File: src/rtl/formula_pkg.sv
// Shared widths and stage payload types for the formula pipeline.
// The payload structs are sized for P_WIDTH, so any WIDTH override of formula must change P_WIDTH too.
package formula_pkg;

    localparam int P_WIDTH = 8;

    function automatic int diff_w(input int width);
        return width + 1;
    endfunction

    function automatic int t_w(input int width);
        return width + 2;
    endfunction

    function automatic int res_w(input int width);
        return 2 * width + 3;
    endfunction

    localparam int DIFF_W = diff_w(P_WIDTH);
    localparam int T_W    = t_w(P_WIDTH);
    localparam int RES_W  = res_w(P_WIDTH);

    typedef struct packed {
        logic signed [DIFF_W-1:0] diff;
        logic signed [T_W-1:0]    t;
        logic signed [T_W-1:0]    d4;
    } s1_payload_t;

    typedef struct packed {
        logic signed [RES_W-1:0] prod;
        logic signed [T_W-1:0]   d4;
    } s2_payload_t;

endpackage

File: src/rtl/formula_pipe_reg.sv
// One valid/ready register slice; it accepts new data whenever it is empty or its content is leaving.
module formula_pipe_reg #(
    parameter int DATA_W = 8
) (
    input  logic              clk,
    input  logic              rst_n,
    input  logic              i_valid,
    input  logic [DATA_W-1:0] i_data,
    output logic              o_ready,
    output logic              o_valid,
    output logic [DATA_W-1:0] o_data,
    input  logic              i_ready
);

    logic              r_valid;
    logic [DATA_W-1:0] r_data;

    // NOTE: ready is combinational from downstream, so a full pipe can pop and push in the same cycle.
    assign o_ready = !r_valid || i_ready;
    assign o_valid = r_valid;
    assign o_data  = r_data;

    // rst_n is active-high here despite its name.
    // NOTE: the data register is reset as well as the valid bit, so the output reads 0 during reset.
    always_ff @(posedge clk or posedge rst_n) begin
        if (rst_n) begin
            r_valid <= 1'b0;
            r_data  <= '0;
        end else if (o_ready) begin
            // NOTE: non-blocking assignments keep every stage sampling the pre-edge values of its neighbours.
            r_valid <= i_valid;
            if (i_valid) begin
                r_data <= i_data;
            end
        end
    end

endmodule

File: src/rtl/formula.sv
// Streaming q = ((a - b) * (1 + 3*c) + 4*d) >>> 1 over three valid/ready register slices.
// The arithmetic sits in front of each slice; the last slice holds q directly.
module formula
    import formula_pkg::*;
#(
    parameter int WIDTH = P_WIDTH
) (
    input  logic                      clk,
    input  logic                      rst_n,
    input  logic signed [WIDTH-1:0]   a,
    input  logic signed [WIDTH-1:0]   b,
    input  logic signed [WIDTH-1:0]   c,
    input  logic signed [WIDTH-1:0]   d,
    input  logic                      in_valid,
    output logic                      in_ready,
    output logic signed [2*WIDTH+2:0] q,
    output logic                      out_valid,
    input  logic                      out_ready
);

    logic signed [DIFF_W-1:0] w_diff;
    logic signed [T_W-1:0]    w_c_ext;
    logic signed [T_W-1:0]    w_t;
    logic signed [T_W-1:0]    w_d4;
    s1_payload_t              w_s1_in;
    s1_payload_t              w_s1_q;
    logic                     w_s1_valid;
    logic                     w_s2_ready;

    s2_payload_t              w_s2_in;
    s2_payload_t              w_s2_q;
    logic                     w_s2_valid;
    logic                     w_s3_ready;

    logic signed [RES_W-1:0]  w_sum;
    logic signed [RES_W-1:0]  w_s3_in;

    // 3*c + 1 is formed as c + 2c + 1 so no multiplier is needed ahead of stage 1.
    assign w_c_ext = T_W'(c);
    assign w_diff  = DIFF_W'(a) - DIFF_W'(b);
    assign w_t     = w_c_ext + (w_c_ext <<< 1) + T_W'(1);
    assign w_d4    = T_W'(d) <<< 2;

    always_comb begin
        w_s1_in      = '0;
        w_s1_in.diff = w_diff;
        w_s1_in.t    = w_t;
        w_s1_in.d4   = w_d4;
    end

    formula_pipe_reg #(.DATA_W($bits(s1_payload_t))) u_s1 (
        .clk     (clk),
        .rst_n   (rst_n),
        .i_valid (in_valid),
        .i_data  (w_s1_in),
        .o_ready (in_ready),
        .o_valid (w_s1_valid),
        .o_data  (w_s1_q),
        .i_ready (w_s2_ready)
    );

    always_comb begin
        w_s2_in      = '0;
        w_s2_in.prod = RES_W'(signed'(w_s1_q.diff)) * RES_W'(signed'(w_s1_q.t));
        w_s2_in.d4   = w_s1_q.d4;
    end

    formula_pipe_reg #(.DATA_W($bits(s2_payload_t))) u_s2 (
        .clk     (clk),
        .rst_n   (rst_n),
        .i_valid (w_s1_valid),
        .i_data  (w_s2_in),
        .o_ready (w_s2_ready),
        .o_valid (w_s2_valid),
        .o_data  (w_s2_q),
        .i_ready (w_s3_ready)
    );

    // Arithmetic shift floors toward -inf, which is the intended rounding.
    assign w_sum   = signed'(w_s2_q.prod) + RES_W'(signed'(w_s2_q.d4));
    assign w_s3_in = w_sum >>> 1;

    formula_pipe_reg #(.DATA_W(RES_W)) u_s3 (
        .clk     (clk),
        .rst_n   (rst_n),
        .i_valid (w_s2_valid),
        .i_data  (w_s3_in),
        .o_ready (w_s3_ready),
        .o_valid (out_valid),
        .o_data  (q),
        .i_ready (out_ready)
    );

endmodule

File: config.mk
export PLATFORM = sky130hd
export DESIGN_NAME = formula
export DESIGN_NICKNAME = d
export VERILOG_FILES = /design/src/rtl/formula_pkg.sv /design/src/rtl/formula_pipe_reg.sv /design/src/rtl/formula.sv
export SDC_FILE = /design/constraint.sdc
export NUM_CORES = 1
export LEC_CHECK = 0
export CAP_MARGIN = 20
export CELL_PAD_IN_SITES_DETAIL_PLACEMENT = 1
export CELL_PAD_IN_SITES_GLOBAL_PLACEMENT = 1
export CORE_MARGIN = 2
export CORE_UTILIZATION = 44
export DETAILED_ROUTE_END_ITERATION = 12
export PLACE_DENSITY_LB_ADDON = 0.1
export SLEW_MARGIN = 20
export SYNTH_ARGS = -nofsm -noshare
export SYNTH_HDL_FRONTEND = slang
export SYNTH_HIERARCHICAL = 1
export SYNTH_SLANG_ARGS = --single-unit
File: constraint.sdc
create_clock -name clk -period 5.6 [get_ports clk]
set_clock_uncertainty 0.2 [all_clocks]
set_input_delay 0.56 -clock clk [delete_from_list [all_inputs] [get_ports clk]]
set_output_delay 0.56 -clock clk [all_outputs]
set_load 0.005 [all_outputs]
== After elaboration in Yosys (flattened, before gate mapping) ==
Cells that the tools add are included.
W data, S select, Z words.
Word-level totals
  latch bits: 0
  bits in writable memories: 0
  logic and storage cells: 20
  ROM bits: 0
  input bits: 36
  memories kept: 0
  register bits: 75
Operators by class
  order comparisons: 0
  bitwise gates (word level): 0
  divide/modulo/power cells: 0
  multiplexer cells: 0
  shift-type cells: 0
  reductions and logical operators: 9
  multiply operators: 1
  add/sub/neg operators: 4
  eq/ne operators: 0
Operators by type and width (count)
  $add A19 B10 Y19: 1
  $mul A9 B10 Y19: 1
  $add A10 B2 Y10 const B: 1
  $add A8 B9 Y10: 1
  $sub A8 B8 Y9: 1
  $reduce_and A2 Y1: 3
  $logic_not A1 Y1: 3
  $logic_or A1 B1 Y1: 3

== Depth between registers and ports, before layout ==
Gate-level depths: netlist of the first run.
  depth after elaboration: 5
  depth in mapped cells: 20

== By module ==
Netlist of the first run, hierarchy kept.
Modules (own cells, without submodules)
  formula: sequential area each 0.0 µm², cells each 553, area an instance 4697.0 µm², times used 1
  formula_pipe_reg at u_s1 ...: sequential area each 750.7 µm², cells each 66, area an instance 1176.1 µm², times used 2
  formula_pipe_reg at u_s3: sequential area each 500.5 µm², cells each 44, area an instance 798.3 µm², times used 1

== Worst setup path before layout of the first run ==
No wires, ideal clock.
  kind: reg-to-reg
  start: register u_s1.r_data[20] (netlist: u_s1/o_data[20])
  end: register u_s2.r_data[27] (netlist: u_s2/o_data[27])
  setup time: 125 ps
  setup slack: 356 ps
  stages on the path, launching flop included: 19
  data required time: 5275 ps
  data arrival time: 4920 ps
  path buffers: 1
  clock period less this slack: 5244 ps
  cells stage by stage: dfrtp_1 > clkbuf_1 > nand2_1 > fa_1 > inv_1 > fa_1 > fa_1 > inv_1 > fa_1 > inv_1 > ha_1 > ha_1 > or2_2 > o311ai_0 > a21oi_1 > a311o_1 > o31ai_2 > xnor2_1 > mux2_2
RTL lines
  from (decl): RTL line formula_pipe_reg.sv:16  | logic [DATA_W-1:0] r_data;
  from (signal assigned): RTL line formula_pipe_reg.sv:33  | r_data <= i_data;
  to (signal assigned): RTL line formula_pipe_reg.sv:33
  to (decl): RTL line formula_pipe_reg.sv:16

==> metrics.md, run 1 <==
| Metric | Value |
|---|---|
| TritonCTS clock tree | `done` |
| Hold crit path type | `input port to async pin` |
| Ys flop type | `dfrtp_1` |
| Core Area | `17400 um2` |
| DP Wirelength | `13300 um` |
| CTS Buffer Depth | `2` |
| Worst-Margin Slew | `0.834 ns` |
| Worst Hold Slack | `0.228 ns` |
| Vias | `5184` |
| Total CTS buffers | `9` |
| Status | `completed` |
| Post-synth EDFFs | `0` |
| Port Buffers | `56` |
| DRC viols | `0` |
| Die Y | `138 um` |
| Avg WL per Cell | `15.6 um` |
| Mapped Cells | `729` |
| Post-DRT Antenna Nets | `0` |
| RSZ-0062 raised after global routing | `no` |
| Via density | `approximately 5.1` |
| Tcrit/Tclk final | `a little over nine tenths` |
| Clock Root Buffer | `clkbuf_16` |
| Clk sink count | `80` |
| Nets | `983` |
| Relative slew slack | `about 44%` |
| Max-slew violation count | `0` |
| Synthesized area per cell | `10.8 um2` |
| Synth warnings | `6` |
| Startpoint types | `flip-flop` |
| Clk slew on worst S/H paths | `0.06 ns` |
| Min Tclk post-route | `~5.4 ns` |
| Share of cells above drive strength 1 | `17.0%` |
| R2R setup slack | `0.24 ns` |
| Distinct cell type count after synthesis | `52` |
| H-tree Lvls | `3` |
| Io pins | `57` |
| Rows | `48` |
| GRT Total Usage | `18.9%` |
| Final std cells w/o fill | `1024` |
| Largest net degree at the start of global routing | `31` |
| Max-Cap Viols | `0` |
| Worst Reg2Reg Path Length in Cells | `19` |
| Peak Freq | `around 0.19 GHz` |
| Antenna violations before repair | `0` |
| Synthesis-to-finish area growth | `15.1%` |
| Kind of end point of the critical path | `flip-flop` |
| Synth Register Bits | `80` |
| Post-Synthesis Cell Area | `7850 um2` |
| Worst EP arrival | `5.39 ns` |
| Critical path type | `flip-flop to flip-flop` |
| M1 GR Usage | `22.3%` |
| Final design utilization | `52.0%` |
| Final setup TNS | `0 ns` |
| N_diodes | `0` |
| First-pass GRT wire length | `27800 um` |
| Met2 Usage GRT | `35.5%` |
| CP required | `between 5 and 6 ns` |
| Number of global-route vias before repair | `5908` |
| Final hold viol count | `0` |
| Initial Util | `45.2%` |
| Grt ovf | `0` |
| Die Footprint | `18900 um2` |
| Final wirelength | `16000 um` |
| Initial DRC count | `a little over 100` |
| CP max FO | `11` |
| Asr flop ratio synth | `100%` |
| Pre-antenna DRT Iters | `4` |
| Gr busiest metal | `met2` |
| Final setup vio count | `0` |
| Sequential area share after synthesis | `25.5%` |
| Placed Instances | `1004` |
| DIE WIDTH | `between 100 and 150 um` |
| Clk_lat worst skew | `0.35 ns` |
| Routability Congestion | `between 0.8 and 0.9` |
| M3 GR Usage | `2.35%` |
-- state kept, by name, indices dropped and copies added, names as in the netlist --
signal and cells:
u_s1/o_data 29, u_s2/o_data 29, u_s3/o_data 19, u_s1/o_valid 1, u_s2/o_valid 1, u_s3/o_valid 1
-- through the flow --
stage / cell area, um2 / setup slack (ns)
finish: 9030 / 0.243
global route: 9030 / 0.0142
CTS: 8970 / 0.0275
detailed placement: 8660 / 0.0360
global placement: 8660 / 0.211
floorplan: 7850 / 0.356
-- synth_stat cells (14+ instances only) --
master    number  area [um2]
a21oi_1       28         140
and2_1        38         238
dfrtp_1       80        2000
fa_1          80        1600
ha_1          73         913
inv_1        105         394
mux2_2        49         552
mux2_4        30         450
nand2_1       55         206
nand2b_1      14        87.6
nor2_1        17        63.8
nor2b_1       14        87.6
xnor2_1       33         289
-- worst paths after layout --
path,startpoint,to
max in group asynchronous,rst_n,u_s3/o_data[9]$_DFFE_PP0P_
setup reg to reg,u_s1/o_data[22]$_DFFE_PP0P_,u_s2/o_data[27]$_DFFE_PP0P_
hold reg to reg,u_s3/o_data[3]$_DFFE_PP0P_,u_s3/o_data[3]$_DFFE_PP0P_
min in group clk,u_s3/o_data[3]$_DFFE_PP0P_,u_s3/o_data[3]$_DFFE_PP0P_
hold / removal,rst_n,u_s2/o_valid$_DFFE_PP0P_
setup / recovery,u_s1/o_data[22]$_DFFE_PP0P_,u_s2/o_data[27]$_DFFE_PP0P_
-- metal layers --
| layer | vias up | wire length (um) | part of all wire (%) |
|---|---|---|---|
| met5 | - | 0 | 0 |
| met4 | 0 | 245 | 1.5 |
| met3 | 14 | 405 | 2.5 |
| met2 | 66 | 8420 | 53 |
| met1 | 2605 | 6910 | 43 |
| li1 | 2499 | - | - |
-- layout by cell type (no fill, tap or decap), drive strengths merged, types with 6 or more instances in the layout --
cell           netlist  layout
inv                105     109
fa                  80      80
dfrtp               80      80
mux2                79      79
ha                  73      73
nand2               58      58
clkdlybuf4s50        0      56
and2                38      38
xnor2               33      33
a21oi               28      28
o21ai               18      18
nor2                17      17
nand2b              17      17
buf                  7      15
nor2b               14      14
xor2                12      12
clkbuf              12      10
nand3                7       7
a21o                 7       7
o21a                 6       6
-- worst max-delay path: stages (launching register included) --
cell	delay, ns
dfrtp_2	0.48
nand2_1	0.11
fa_1	0.54
inv_1	0.05
fa_1	0.46
ha_1	0.30
inv_1	0.06
fa_1	0.53
inv_1	0.04
ha_1	0.28
ha_1	0.25
fa_1	0.42
a21oi_1	0.16
nor2b_1	0.08
o21ai_1	0.20
a21oi_1	0.13
a311o_1	0.40
o31ai_2	0.21
xnor2_1	0.10
mux2_2	0.26
-- layout make-up --
class	instances	area (um2)
Clock buffer	9	225
Clock inverter	7	85.1
Multi-Input combinational cell	526	5340
Timing Repair Buffer	72	691
Sequential cell	80	2010
Inverter	105	394
Tap cell	225	282
Fill cell	1887	8330
-- logic make-up after synthesis --
logic type | count (synthesis) | share of synthesized area (%)
and+or+nand+nor | 164 | 11.0
AOI/OAI and AO/OA | 83 | 7.05
other | 1 | 0.0478
adders and majority gates | 153 | 32.0
DFF | 80 | 25.5
buffers and inverters | 124 | 6.54
xor gates and xnor gates | 45 | 5.02
muxes | 79 | 12.8
-- repair_timing --
action	CTS	global route
hold buffers	0	0
setup endpoints to repair	0	4
gates resized for setup	0	11
hold endpoints to repair	0	0
setup buffers	0	4
Power of run 1 is left out: the tool's default activity adds up to more than one toggle a clock period on the data nets, which glitch-free logic cannot reach.
==> run 2: changes to the inputs <==
--- a/config.mk
+++ b/config.mk
@@ -12,6 +12,7 @@
 export CORE_UTILIZATION = 44
 export DETAILED_ROUTE_END_ITERATION = 12
 export PLACE_DENSITY_LB_ADDON = 0.1
+export SETUP_SLACK_MARGIN = 0.3
 export SLEW_MARGIN = 20
 export SYNTH_ARGS = -nofsm -noshare
 export SYNTH_HDL_FRONTEND = slang
==> run 2 against run 1 <==
First-iteration DRC count rose by 8.7%. Non-clock buffer count increased by 18. Sequential cell count did not move. Critical endpoint unchanged.
==> metrics.md, run 2 (synthesis gave the netlist of run 1 again) <==
| Metric | Value |
|---|---|
| Status | `completed` |
| Crit path cell chain | `buf_2 -> and2_1 -> fa_2 -> fa_1 -> fa_1 -> fa_1 -> ha_1 -> ha_1 -> o311ai_1 -> a21oi_1 -> a311o_1 -> o31ai_2 -> xnor2_1 -> mux2_2` |
| Initial Util | `45.2% (unchanged)` |
| Total CTS buffers | `9 (unchanged)` |
| Sequential cell area | `2020 um2 (+0.44%)` |
| Post-DRT Antenna Nets | `0 (unchanged)` |
| DRC viols | `0 (unchanged)` |
| Max-slew violation count | `0 (unchanged)` |
| N_diodes | `0 (unchanged)` |
| R2R Path End | `u_s2/o_data[27]$_DFFE_PP0P_` |
| Worst EP arrival | `5.17 ns (-0.22 ns)` |
| CP max FO | `6 (-5)` |
| Clk slew on worst S/H paths | `0.07 ns (about the same)` |
| Die Y | `138 um (unchanged)` |
| R2R setup slack | `0.46 ns (+0.22 ns)` |
| First-pass GRT wire length | `28000 um (+0.79%)` |
| Die Footprint | `18900 um2 (unchanged)` |
| Number of global-route vias before repair | `5977 (+1.2%)` |
| Clk sink count | `80 (unchanged)` |
| DP Wirelength | `13300 um (unchanged)` |
| CP required | `5.63 ns (about the same)` |
| Largest net degree at the start of global routing | `31 (unchanged)` |
| Worst Reg2Reg Path Length in Cells | `14 (-5)` |
| Relative slew slack | `43.9% (-0.24 points)` |
| CTS Buffer Depth | `2 (unchanged)` |
| Filler cell count | `1869 (-0.95%)` |
| RSZ-0062 raised after global routing | `yes` |
| Peak Freq | `0.195 GHz (+4.3%)` |
| Hold crit path type | `input port to async pin` |
| H-tree Lvls | `3 (unchanged)` |
| DIE WIDTH | `138 um (unchanged)` |
| Worst-Margin Slew | `0.838 ns (+0.00363 ns)` |
| Final hold viol count | `0 (unchanged)` |
| Critical path type | `flip-flop to flip-flop` |
| Rows | `48 (unchanged)` |
| Nets | `1001 (+1.8%)` |
| Share of cells above drive strength 1 | `22.2% (+5.1 points)` |
| Final wirelength | `16400 um (+2.9%)` |
| Core Area | `17400 um2 (unchanged)` |
| Avg WL per Cell | `15.8 um (+1.1%)` |
| Synthesis-to-finish area growth | `17.8%` |
| R2r startpoint | `u_s1/o_data[22]$_DFFE_PP0P_` |
| Min Tclk post-route | `5.14 ns (-0.220 ns)` |
| Kind of end point of the critical path | `flip-flop` |
| Clock Root Buffer | `clkbuf_16` |
| Placed Instances | `1004 (unchanged)` |
| Crit-path slowest cell | `fa_2` |
| Max-Cap Viols | `0 (unchanged)` |
| Vias | `5301 (+2.3%)` |
| Final setup TNS | `0 ns (unchanged)` |
| Most used cell along the critical path | `fa_1` |
| Initial DRC count | `112 (+8.7%)` |
| Grt ovf | `0 (unchanged)` |
| Most frequent cells in the layout | `102 x inv_1, 75 x fa_1, 70 x ha_1, 64 x dfrtp_1, 56 x clkdlybuf4s50_1` |
| Clk_lat worst skew | `0.35 ns (about the same)` |
| TritonCTS clock tree | `done` |
| Via density | `5.09 (+0.49%)` |
| GRT Total Usage | `19.0% (+0.14 points)` |
| Most common cell after layout, fill and taps aside | `inv_1` |
| Hold Buf Count CTS | `0 (unchanged)` |
| Area of the multi-input gates | `5430 um2 (+1.6%)` |
| Pre-antenna DRT Iters | `4 (unchanged)` |
| Io pins | `57 (unchanged)` |
| Antenna violations before repair | `0 (unchanged)` |
| Crit-path max cell delay | `0.58 ns (+0.04 ns)` |
| Routability Congestion | `0.812 (unchanged)` |
| Final std cells w/o fill | `1042 (+1.8%)` |
| Startpoint types | `flip-flop` |
| Port Buffers | `56 (unchanged)` |
| Final setup vio count | `0 (unchanged)` |
| Tcrit/Tclk final | `91.7% (-3.9 points)` |
-- run 2: changes by cell type in the layout (fill, tap and decap cells not counted), moves of 2 or more --
| cell | delta |
|---|---|
| inv_2 | +3 |
| buf_4 | +19 |
| fa_2 | +4 |
| a21oi_2 | +2 |
| nand2_2 | +3 |
| inv_1 | -3 |
| fa_1 | -4 |
| dfrtp_2 | +7 |
| dfrtp_1 | -7 |
| a21oi_1 | -2 |
| nand2_1 | -3 |
| ha_1 | -3 |
| ha_4 | +2 |
-- run 2: layer usage --
metal	vias to the layer above	track usage, %	share of wire (%)
li1	2536	-	-
met1	2682	22.5	44
met2	66	35.8	52
met3	17	2.35	2.3
met4	0	5.61	1.5
met5	-	0	0
-- run 2: worst max-delay path: cells and delay by family, from the launching register on --
| kind | cells | cell delay (ns) |
|---|---|---|
| fa+ha+maj | 6 | 2.73 |
| compound gates | 4 | 0.94 |
| flops | 1 | 0.45 |
| mux | 1 | 0.26 |
| simple gates | 1 | 0.18 |
| buf+inv | 1 | 0.16 |
| xor+xnor | 1 | 0.11 |
-- run 2: cell type report --
| type | instances | share of cell area, % |
|---|---|---|
| timing repair buffer | 90 | 8.80 |
| sequential | 80 | 21.9 |
| clock inverter | 7 | 0.920 |
| clock buffer | 9 | 2.44 |
| tap | 225 | 3.04 |
| inverter | 105 | 4.26 |
| multi-input combinational | 526 | 58.7 |
-- run 2: worst max path at each step --
stage	start	end	slack, ns	depth (start not counted)
2_1_floorplan	u_s1/o_data[20]$_DFFE_PP0P_	u_s2/o_data[27]$_DFFE_PP0P_	0.36	18
5_1_grt	u_s1/o_data[20]$_DFFE_PP0P_	u_s2/o_data[27]$_DFFE_PP0P_	0.28	19
3_3_place_gp	u_s1/o_data[20]$_DFFE_PP0P_	u_s2/o_data[27]$_DFFE_PP0P_	0.21	17
4_1_cts	u_s1/o_data[22]$_DFFE_PP0P_	u_s2/o_data[27]$_DFFE_PP0P_	0.31	17
6_report	u_s1/o_data[22]$_DFFE_PP0P_	u_s2/o_data[27]$_DFFE_PP0P_	0.46	14
3_5_place_dp	u_s1/o_data[22]$_DFFE_PP0P_	u_s2/o_data[27]$_DFFE_PP0P_	0.04	19
-- run 2: metrics by stage --
step                area, um2  hold slack, ns  utilization [%]  worst slack (ns)
detailed placement       8660           0.293             49.9            0.0360
global placement         8660           0.284             49.9             0.211
floorplan                7850           0.275                -             0.356
global route             9250           0.238             53.3             0.278
CTS                      9070           0.217             52.3             0.305
finish                   9250           0.228             53.3             0.462
-- run 2: what timing repair did --
item	CTS	global route
gates resized for setup	16	26
setup endpoints to repair	4	4
pin swaps	1	15
buffers inserted	11	11
Power of run 2 is left out for the same reason.
==> run 3: changes to the inputs <==
--- a/config.mk
+++ b/config.mk
@@ -5,13 +5,15 @@
 export SDC_FILE = /design/constraint.sdc
 export NUM_CORES = 1
 export LEC_CHECK = 0
-export CAP_MARGIN = 20
+export ABC_CLOCK_PERIOD_IN_PS = 5600
+export CAP_MARGIN = 5
 export CELL_PAD_IN_SITES_DETAIL_PLACEMENT = 1
 export CELL_PAD_IN_SITES_GLOBAL_PLACEMENT = 1
 export CORE_MARGIN = 2
 export CORE_UTILIZATION = 44
 export DETAILED_ROUTE_END_ITERATION = 12
 export PLACE_DENSITY_LB_ADDON = 0.1
+export REMOVE_ABC_BUFFERS = 1
 export SETUP_SLACK_MARGIN = 0.3
 export SLEW_MARGIN = 20
 export SYNTH_ARGS = -nofsm -noshare
==> run 3 against run 2 <==
Wire length increased by 4.5%. Design area is 2.2% higher. Utilization increased by 1.2 points. Critical path depth rose by 2. Die area stayed put. Via count rose by 0.68%. First-iteration DRC count increased by 5.4%. Hold slack improved by 0.020 ns. Worst setup slack got worse by 0.090 ns.
==> metrics.md, run 3 (synthesis gave the netlist of run 1 again) <==
| Metric | Value |
|---|---|
| Share of cells above drive strength 1 | `24.3% (+2.2 points)` |
| Port Buffers | `56 (unchanged)` |
| RSZ-0062 raised after global routing | `yes` |
| Final wirelength | `17200 um (+4.5%)` |
| Worst EP arrival | `5.25 ns (+0.08 ns)` |
| Crit path cell chain | `buf_6 -> nand2_4 -> fa_1 -> inv_2 -> fa_1 -> fa_1 -> fa_1 -> fa_1 -> ha_4 -> nor2b_4 -> o21ai_2 -> a21oi_2 -> a311o_1 -> o31ai_2 -> xnor2_1 -> mux2_4` |
| DP Wirelength | `13500 um (+1.1%)` |
| Synthesis-to-finish area growth | `20.4%` |
| N_diodes | `0 (unchanged)` |
| Avg WL per Cell | `16.4 um (+3.6%)` |
| Io pins | `57 (unchanged)` |
| GRT Total Usage | `19.0% (+0.041 points)` |
| Critical path type | `flip-flop to flip-flop` |
| Clk sink count | `80 (unchanged)` |
| Grt ovf | `0 (unchanged)` |
| Rows | `48 (unchanged)` |
| Die Y | `138 um (unchanged)` |
| Initial DRC count | `118 (+5.4%)` |
| TritonCTS clock tree | `done` |
| Clock Root Buffer | `clkbuf_16` |
| Via density | `5.08 (-0.18%)` |
| Post-DRT Antenna Nets | `0 (unchanged)` |
| Antenna violations before repair | `0 (unchanged)` |
| Worst Hold Slack | `0.248 ns (+0.0197 ns)` |
| First-pass GRT wire length | `28200 um (+0.64%)` |
| Most frequent cells in the layout | `101 x inv_1, 73 x fa_1, 65 x ha_1, 64 x dfrtp_1, 56 x clkdlybuf4s50_1` |
| Clk slew on worst S/H paths | `0.06 ns (about the same)` |
| Hold crit path type | `input port to async pin` |
| H-tree Lvls | `3 (unchanged)` |
| CTS Buffer Depth | `2 (unchanged)` |
| Kind of end point of the critical path | `flip-flop` |
| Crit path from | `u_s1/o_data[22]$_DFFE_PP0P_` |
| Status | `completed` |
| Most used cell along the critical path | `fa_1` |
| Crit-path max cell delay | `0.57 ns (about the same)` |
| Worst Reg2Reg Path Length in Cells | `16 (+2)` |
| Vias | `5337 (+0.68%)` |
| Relative slew slack | `44.9% (+0.94 points)` |
| Clk_lat worst skew | `0.35 ns (about the same)` |
| Nets | `1010 (+0.90%)` |
| CP max FO | `5 (-1)` |
| Crit-path slowest cell | `fa_1` |
| Core Area | `17400 um2 (unchanged)` |
| Max-slew violation count | `0 (unchanged)` |
| Startpoint types | `flip-flop` |
| Most common cell after layout, fill and taps aside | `inv_1` |
| Worst-Margin Slew | `0.824 ns (-0.0141 ns)` |
| DRC viols | `0 (unchanged)` |
| Min Tclk post-route | `5.23 ns (+0.0898 ns)` |
| Max-Cap Viols | `0 (unchanged)` |
| Final setup vio count | `0 (unchanged)` |
| Total CTS buffers | `9 (unchanged)` |
| R2R Path End | `u_s2/o_data[27]$_DFFE_PP0P_` |
| CP required | `5.62 ns (about the same)` |
| Tcrit/Tclk final | `93.3% (+1.6 points)` |
| Final setup TNS | `0 ns (unchanged)` |
| Final design utilization | `54.4% (+1.2 points)` |
| Peak Freq | `0.191 GHz (-1.7%)` |
| R2r startpoint | `u_s1/o_data[22]$_DFFE_PP0P_` |
| R2R setup slack | `0.37 ns (-0.09 ns)` |
| Final hold viol count | `0 (unchanged)` |
| Number of global-route vias before repair | `5973 (-0.067%)` |
| Largest net degree at the start of global routing | `31 (unchanged)` |
| Die Footprint | `18900 um2 (unchanged)` |
| DIE WIDTH | `138 um (unchanged)` |
| Routability Congestion | `0.820 (+0.94%)` |
| Initial Util | `45.2% (unchanged)` |
| Pre-antenna DRT Iters | `6 (+2)` |
| Hold Buf Count CTS | `0 (unchanged)` |
run 3: stage by stage:
| stage | instances | cell area [um2] | setup slack [ns] |
|---|---|---|---|
| after floorplan | 711 | 7730 | 0.484 |
| after global placement | 1003 | 8660 | 0.213 |
| after detailed placement | 1003 | 8660 | -0.0458 |
| after CTS | 1027 | 9050 | 0.300 |
| after global routing | 1051 | 9450 | 0.205 |
| final | 1051 | 9450 | 0.373 |
run 3: what timing repair did:
| item | in CTS | in global routing |
|---|---|---|
| buffers inserted | 8 | 24 |
| endpoints found under the setup margin | 4 | 5 |
| gates resized for setup | 16 | 47 |
| pin swaps | 2 | 26 |
run 3: critical path: cells and delay by family, from the launching register on:
family                     cells  cell delay, ns
adders and majority gates      6            2.81
xor gates and xnor gates       1            0.11
muxes                          1            0.27
DFF                            1            0.41
AOI/OAI and AO/OA              4            0.95
buffers and inverters          2            0.17
and+or+nand+nor                2            0.18
run 3: cell type report:
type                       instances  area [um2]
clock buffer                      11         253
clock inverter                     5        62.6
fill                            1860        7910
inverter                         105         394
multi-input combinational        526        5520
sequential                        80        2020
tap                              225         282
timing repair buffer              99         915
run 3: layer usage:
metal,global-route usage (%),wire (um),part of all wire (%),up-vias
li1,-,-,-,2550
met1,21.8,7240,42,2699
met2,36.9,9270,54,74
met3,2.98,460,2.7,14
met4,4.18,215,1.3,0
met5,0,0,0,-
run 3: how the worst max path moves through the flow:
stage,end,slack (ns)
after CTS,u_s2/o_data[27]$_DFFE_PP0P_,0.30
after detailed placement,u_s2/o_data[27]$_DFFE_PP0P_,-0.05
final,u_s2/o_data[27]$_DFFE_PP0P_,0.37
after floorplan,u_s2/o_data[27]$_DFFE_PP0P_,0.48
after global routing,u_s2/o_data[27]$_DFFE_PP0P_,0.20
after global placement,u_s2/o_data[27]$_DFFE_PP0P_,0.21
Power of run 3 is left out for the same reason.
